--- src/rtl/instr_sequencer.sv ---
// Instruction sequencer: fetches words from a loadable instruction memory and
// issues the register triple of each add instruction over a valid/ready handshake.
module instr_sequencer #(
  parameter int DEPTH = 16,
  parameter int AW    = $clog2(DEPTH)
) (
  input  logic          clk,
  input  logic          rst_n,
  input  logic          load_en,
  input  logic [AW-1:0] load_addr,
  input  logic [31:0]   load_data,
  input  logic          start,
  output logic [4:0]    srcReg1,
  output logic [4:0]    srcReg2,
  output logic [4:0]    destReg,
  output logic          issue_valid,
  input  logic          issue_ready,
  output logic [AW-1:0] pc,
  output logic          busy,
  output logic          done,
  output logic [7:0]    issue_count,
  output logic [7:0]    skip_count
);

  typedef enum logic [1:0] {
    IDLE  = 2'd0,
    FETCH = 2'd1,
    ISSUE = 2'd2,
    DONE  = 2'd3
  } state_t;

  localparam logic [AW-1:0] LAST_PC   = AW'(DEPTH - 1);
  localparam logic [5:0]    OP_HALT   = 6'h3F;
  localparam logic [5:0]    FUNCT_ADD = 6'h20;

  logic [31:0]   mem [DEPTH];
  state_t        state, state_next;
  logic [31:0]   ir, ir_next;
  logic [AW-1:0] pc_next;
  logic [7:0]    issue_count_next, skip_count_next;
  logic          issue_valid_next;
  logic [4:0]    src1_next, src2_next, dest_next;
  logic [31:0]   fetch_word;
  logic          loadable;

  assign loadable   = (state == IDLE) || (state == DONE);
  assign fetch_word = mem[pc];
  assign busy       = (state == FETCH) || (state == ISSUE);
  assign done       = (state == DONE);

  // Memory has no reset so its contents survive both rst_n and start.
  always_ff @(posedge clk) begin
    if (load_en && loadable)
      mem[load_addr] <= load_data;
  end

  function automatic logic is_add(input logic [31:0] w);
    return (w[31:26] == 6'd0) && (w[5:0] == FUNCT_ADD);
  endfunction

  function automatic logic [7:0] sat_inc(input logic [7:0] c);
    return (c == 8'hFF) ? c : c + 8'd1;
  endfunction

  always_ff @(posedge clk or negedge rst_n) begin
    if (!rst_n) begin
      state       <= IDLE;
      ir          <= '0;
      pc          <= '0;
      issue_count <= '0;
      skip_count  <= '0;
      issue_valid <= 1'b0;
      srcReg1     <= '0;
      srcReg2     <= '0;
      destReg     <= '0;
    end else begin
      state       <= state_next;
      ir          <= ir_next;
      pc          <= pc_next;
      issue_count <= issue_count_next;
      skip_count  <= skip_count_next;
      issue_valid <= issue_valid_next;
      srcReg1     <= src1_next;
      srcReg2     <= src2_next;
      destReg     <= dest_next;
    end
  end

  always_comb begin
    state_next       = state;
    ir_next          = ir;
    pc_next          = pc;
    issue_count_next = issue_count;
    skip_count_next  = skip_count;
    issue_valid_next = issue_valid;
    src1_next        = srcReg1;
    src2_next        = srcReg2;
    dest_next        = destReg;

    unique case (state)
      IDLE, DONE: begin
        if (start) begin
          state_next       = FETCH;
          pc_next          = '0;
          issue_count_next = '0;
          skip_count_next  = '0;
        end
      end

      FETCH: begin
        // Decoding the add here lets issue_valid be a plain register that is
        // already high in the first ISSUE cycle.
        ir_next    = fetch_word;
        state_next = ISSUE;
        if (is_add(fetch_word)) begin
          issue_valid_next = 1'b1;
          src1_next        = fetch_word[25:21];
          src2_next        = fetch_word[20:16];
          dest_next        = fetch_word[15:11];
        end
      end

      ISSUE: begin
        if (issue_valid) begin
          if (issue_ready) begin
            issue_valid_next = 1'b0;
            src1_next        = '0;
            src2_next        = '0;
            dest_next        = '0;
            issue_count_next = sat_inc(issue_count);
            if (pc == LAST_PC) begin
              state_next = DONE;
            end else begin
              pc_next    = pc + AW'(1);
              state_next = FETCH;
            end
          end
        end else if (ir[31:26] == OP_HALT) begin
          state_next = DONE;
        end else begin
          skip_count_next = sat_inc(skip_count);
          if (pc == LAST_PC) begin
            state_next = DONE;
          end else begin
            pc_next    = pc + AW'(1);
            state_next = FETCH;
          end
        end
      end

      default: state_next = IDLE;
    endcase
  end

endmodule

--- config.mk ---
export PLATFORM = sky130hd
export DESIGN_NAME = instr_sequencer
export DESIGN_NICKNAME = d
export VERILOG_FILES = /design/src/rtl/instr_sequencer.sv
export SDC_FILE = /design/constraint.sdc
export NUM_CORES = 1
export LEC_CHECK = 0
export BUFFER_PORTS_ARGS = -buffer_cell sky130_fd_sc_hd__clkbuf_2
export CORE_AREA = 8 8 281 283
export DETAILED_ROUTE_END_ITERATION = 7
export DIE_AREA = 0 0 289 291
export GPL_TIMING_DRIVEN = 0
export PLACE_DENSITY = 0.48
export SLEW_MARGIN = 20
export SYNTH_ARGS = -nofsm -noshare
export SYNTH_HDL_FRONTEND = slang
export SYNTH_SLANG_ARGS = --single-unit
--- constraint.sdc ---
create_clock -name clk -period 8.3 [get_ports clk]
set_clock_uncertainty 0.15 [all_clocks]
set_input_delay 1.245 -clock clk [delete_from_list [all_inputs] [get_ports clk]]
set_output_delay 1.245 -clock clk [all_outputs]
set_load 0.01 [all_outputs]
* After elaboration in Yosys (flattened, before gate mapping)
Memories as Yosys holds them, arrays and structs flattened.
Index checks and enable logic that the tools add are counted.
** Word-level totals
- Memory bits (writable) :: 512
- Flip-flop bits (word level) :: 70
- Memories :: 1
- Word-level logic and storage cells :: 81
** Cells by class
- Reductions and logical operators :: 15
- Mux-type cells :: 35
- Eq/ne operators :: 18
- Add/subtract/negate cells :: 3
** Memory list
- mem :: words 16, bits a word 32, rd ports 1, clocked after Yosys merged registers in 0, wr ports 1, RTL line 36 : logic [31:0] mem [DEPTH];
** Operators by type and width (count)
- $mux 8 :: 7
- $pmux 8 s2 :: 2
- $pmux 5 s2 :: 3
- $mux 5 :: 5
- $mux 4 :: 5
- $add 8x1->8 const B :: 2
- $eq 8x8->1 const B :: 2
- $ne 2x2->1 const B :: 7
- $eq 6x6->1 const B :: 2
- $mux 2 :: 5
- $reduce_and 5->1 :: 2
- $pmux 4 s2 :: 1
- $reduce_and 4->1 :: 2
- $logic_not 6->1 :: 1
- $ne 3x3->1 const B :: 2
- $pmux 2 s3 :: 1
- $mux 1 :: 5
- $add 4x1->4 const B :: 1
- $eq 2x2->1 const B :: 2
- $eq 4x4->1 const B :: 1
- $reduce_and 2->1 :: 2
- $reduce_bool 2->1 :: 2
- $eq 2x1->1 const B :: 1
- $logic_and 1x1->1 :: 2
- other kinds (5) :: 6

* Depth between registers and ports, before layout
- Depth after elaboration :: 5
- Mapped depth :: 10

* Worst setup path before layout
No wires, ideal clock.
- Kind :: input to register
- From :: in load_en
- To :: mem mem[0][0] (enable)
- Data arrival time :: 3.560 ns
- Stages on the path :: 3
- Path slack :: 4.145 ns
- Cell sequence :: nand2_1 -> or3_1 -> nor3_1
** On the way
- Longest elaborated chain between the ends :: 3
** RTL lines
- from (decl) :: RTL line 9 : input logic load_en,
- $logic_and 1x1->1 :: RTL line 53 : if (load_en && loadable)
- $mux 1 :: RTL line 53
- $mux 1 (implied by the code) :: RTL line 54 : mem[load_addr] <= load_data;
- to (decl) :: RTL line 36
Every way passes these cells.

* Final worst setup path
- From :: reg pc[1]
- To :: reg srcReg1[1]
** On the way
- Longest elaborated chain between the ends :: 5
- Elaborated cells on any way between the ends :: 8
** RTL lines
- from (decl) :: RTL line 18 : output logic [AW-1:0] pc,
- from (signal assigned) :: RTL line 79 : pc <= pc_next;
- $mem_v2 16x32 (*)
- $eq 6x6->1 / $logic_not 6->1 (equally long branches) :: RTL line 58 : return (w[31:26] == 6'd0) && (w[5:0] == FUNCT_ADD);
- $logic_and 1x1->1 :: RTL line 58
- $ne 2x1->1 (no line)
- $reduce_and 4->1 (no line)
- to (signal assigned) :: RTL line 83 : srcReg1 <= src1_next;
- to (decl) :: RTL line 13 : output logic [4:0] srcReg1,
Every way passes the cells marked *; elsewhere a longest branch is shown, timed or not. The select of a mux whose other input is x is not followed.
A chain may end at the register's enable or synchronous reset.

==> out/summary.txt <==
CTS root buf: clkbuf_16
Critical Path Start Type: flop
Avg Synthesized Cell Area: 19.50 um^2
Min-Delay Startpoint: ir[28]$_DFFE_PN0N_
Worst min-delay path class: reg2reg
Ys flop type: edfxtp_1
Leading cell types by total area after synthesis: edfxtp_1 (70%), mux4_2 (11%), dfrtp_1 (6.0%)
Outcome: complete, no violations
Synthesized area: 18440 um^2
FMAX: 251.8 MHz
Fin crit share: 47.85%
Post-synth EDFFs: 432
Placer congestion estimate: 0.7452
#FFs+latches synth: 476
Post-Synthesis Cells: 946
# fillers: 7340
Total gr overflow: 0
First-pass GRT wire length: 68740 um
Final setup viols: 0
Largest net degree at the start of global routing: 45
Hold Path Sink: ir[28]$_DFFE_PN0N_
Critical path arrival: 4.28 ns
DRC violations left: 0
Via count: 9363
Reg clk slew, reported paths: 0.06 ns
M1 wire length: 21460 um
Max clock buf depth: 3
Initial Utilization: 24.65%
Reg2Reg Launch Point: pc[1]$_DFFE_PN0P_
Maximum fanout along the worst path: 10
Hold Path Stages: 1
Critical Setup Path Class: reg2reg
Synth top area share: 70.33%
Post-route core utilization: 29.51%
R2R depth: 9
Skew-Pair Late Insertion Delay: 0.59 ns
Core Region: 74810 um^2
# Post-CTS Setup Buffers: 0
Post-CTS Hold Buffers: 0
Highest routed layer: met5
Worst reg2reg endpoint: srcReg1[1]$_DFFE_PN0P_
Multi-input gate area: 4240 um^2
Register area: 14070 um^2
Port Buffers: 73
Initial DRC count: 576
Unrepaired setup endpoints after global routing: false
WL met2: 21990 um
Clock Sinks: 476
TritonCTS clock tree: yes
1st-pass router iterations: 5
Met3 wire len: 2721 um
Post-synth top area cell: edfxtp_1
Net count, final: 1146
Max VDD drop: 0.1749 mV
Vias in the first global route: 9643
Die Span Y: 291 um
Die ar.: 84100 um^2
Most common cell in the netlist: edfxtp_1
Critical Path RT: 8.61 ns
Final min period: 3.971 ns
Via/cell ratio: 4.421
Register area share after synthesis: 76.30%
Share of cells above drive strength 1: 27.24%
H-tree levels: 2
Ys async rst share: 9.244%
Hpwl dp: 31580 um
Gr usage total: 11.12%
Setup TNS: 0 ns
Antenna Nets Post-Route: 0
Synthesis warning total: 0
Final Hold Fails: 0
Synth cell count leaders: edfxtp_1 (432), mux4_2 (92), nand2_1 (87), dfrtp_1 (44), nor2_1 (37)
Leak Pwr: 7.069 nW
Max-cap violations: 0
Register-to-Register Setup Slack: 4.33 ns
CP endpoint kind: flop
Post-CTS sizing: 0
Pwr per Cell Area: 259.1 nW/um^2
Fin. max-slew vios: 0
Worst-Margin Slew: 0.9964 ns
Routed WL: 47140 um
Max-slew headroom: 33.57%
IO Pins: 79
Antenna violations before repair: 4
Yosys cell types: 54
Routed wire per std cell: 22.26 um
Net Count, Synth: 993
TritonCTS buffer count: 49
Area Growth Syn to Fin: 19.69%
Die width: 289 um
# rows: 101
## flip-flops by register name, summed over array words and instances, names as in the netlist
register	count
destReg	5
skip_count	8
state	2
issue_count	8
srcReg2	5
srcReg1	5
issue_valid	1
pc	4
ir	6
mem	432
## layer usage
metal,vias to the layer above,global-route usage [%]
met5,-,0
met3,64,2.573
met1,4933,15.26
met4,4,2.908
met2,202,17.62
li1,4160,-
## critical path: stages (launching register included)
cell and delay, ns:
dfrtp_1 0.39, buf_2 0.31, buf_2 0.33, buf_2 0.33, buf_2 0.37, clkbuf_1 0.76, mux4_2 0.42, mux4_2 0.58
nand2_1 0.13, o211ai_2 0.08
## cell families after synthesis
group | after synthesis | synth area share, %
AO/OA/AOI/OAI | 87 | 3.690
flip-flops | 476 | 76.30
buffers and inverters | 53 | 1.302
AND/OR/NAND/NOR | 199 | 5.312
adder cells (fa/ha/maj) | 6 | 0.4070
multiplexers | 116 | 12.56
XOR/XNOR | 9 | 0.4273
## worst max-delay path by stage
| stage | from | to | slack [ns] | depth (start not counted) |
|---|---|---|---|---|
| 2_1_floorplan | load_en | mem[0][0]$_DFFE_PP_ | 4.15 | 3 |
| 3_3_place_gp | load_en | mem[0][3]$_DFFE_PP_ | 1.34 | 4 |
| 3_5_place_dp | pc[1]$_DFFE_PN0P_ | srcReg1[1]$_DFFE_PN0P_ | 4.26 | 9 |
| 4_1_cts | pc[1]$_DFFE_PN0P_ | srcReg1[1]$_DFFE_PN0P_ | 4.26 | 9 |
| 5_1_grt | pc[1]$_DFFE_PN0P_ | srcReg2[3]$_DFFE_PN0P_ | 4.14 | 9 |
| 6_report | pc[1]$_DFFE_PN0P_ | srcReg1[1]$_DFFE_PN0P_ | 4.33 | 9 |
## cell type report
cell class / instances / area share (%)
Clock inverter: 28 / 0.8898
Buffer: 42 / 0.9068
Timing Repair Buffer: 102 / 3.622
Multi-Input combinational cell: 417 / 19.21
Tap cell: 978 / 5.543
Inverter: 11 / 0.1870
Clock buffer: 62 / 5.872
Sequential cell: 476 / 63.75
Antenna cell: 2 / 0.02267
## power by group
part	leakage, nW	total, mW	switching (mW)	internal (mW)
clock network	0.732	2.07	0.900	1.17
registers	4.42	2.77	0.0529	2.72
logic	1.92	0.880	0.536	0.344
## through the flow
step / hold slack [ns] / area, um^2 / setup slack [ns] / total power, mW / cells
finish: 0.3499 / 22080 / 4.329 / 5.721 / 2118
global route: 0.3686 / 22070 / 4.141 / 5.971 / 2116
CTS: 0.3562 / 22070 / 4.259 / 5.804 / 2116
detailed placement: 0.3416 / 20580 / 4.259 / 3.723 / 2026
global placement: 0.3380 / 20030 / 1.345 / 3.691 / 1997
floorplan: 0.3140 / 18440 / 4.145 / 3.377 / 946
## cells in the final DEF (no fill, tap or decap), drive strengths merged, types with 4 or more instances in the layout
cell / n
a21boi: 4
a21oi: 7
a221oi: 9
a22o: 15
a22oi: 4
a31oi: 5
buf: 50
clkbuf: 156
clkinv: 26
dfrtp: 44
edfxtp: 432
ha: 6
inv: 11
mux2i: 21
mux4: 92
nand2: 88
nand3: 14
nand4: 7
nor2: 37
nor3: 10
nor4: 8
nor4b: 11
o211ai: 15
o21ai: 19
or4: 8
xnor2: 4
xor2: 5
Power figures use the tool's default switching activity.
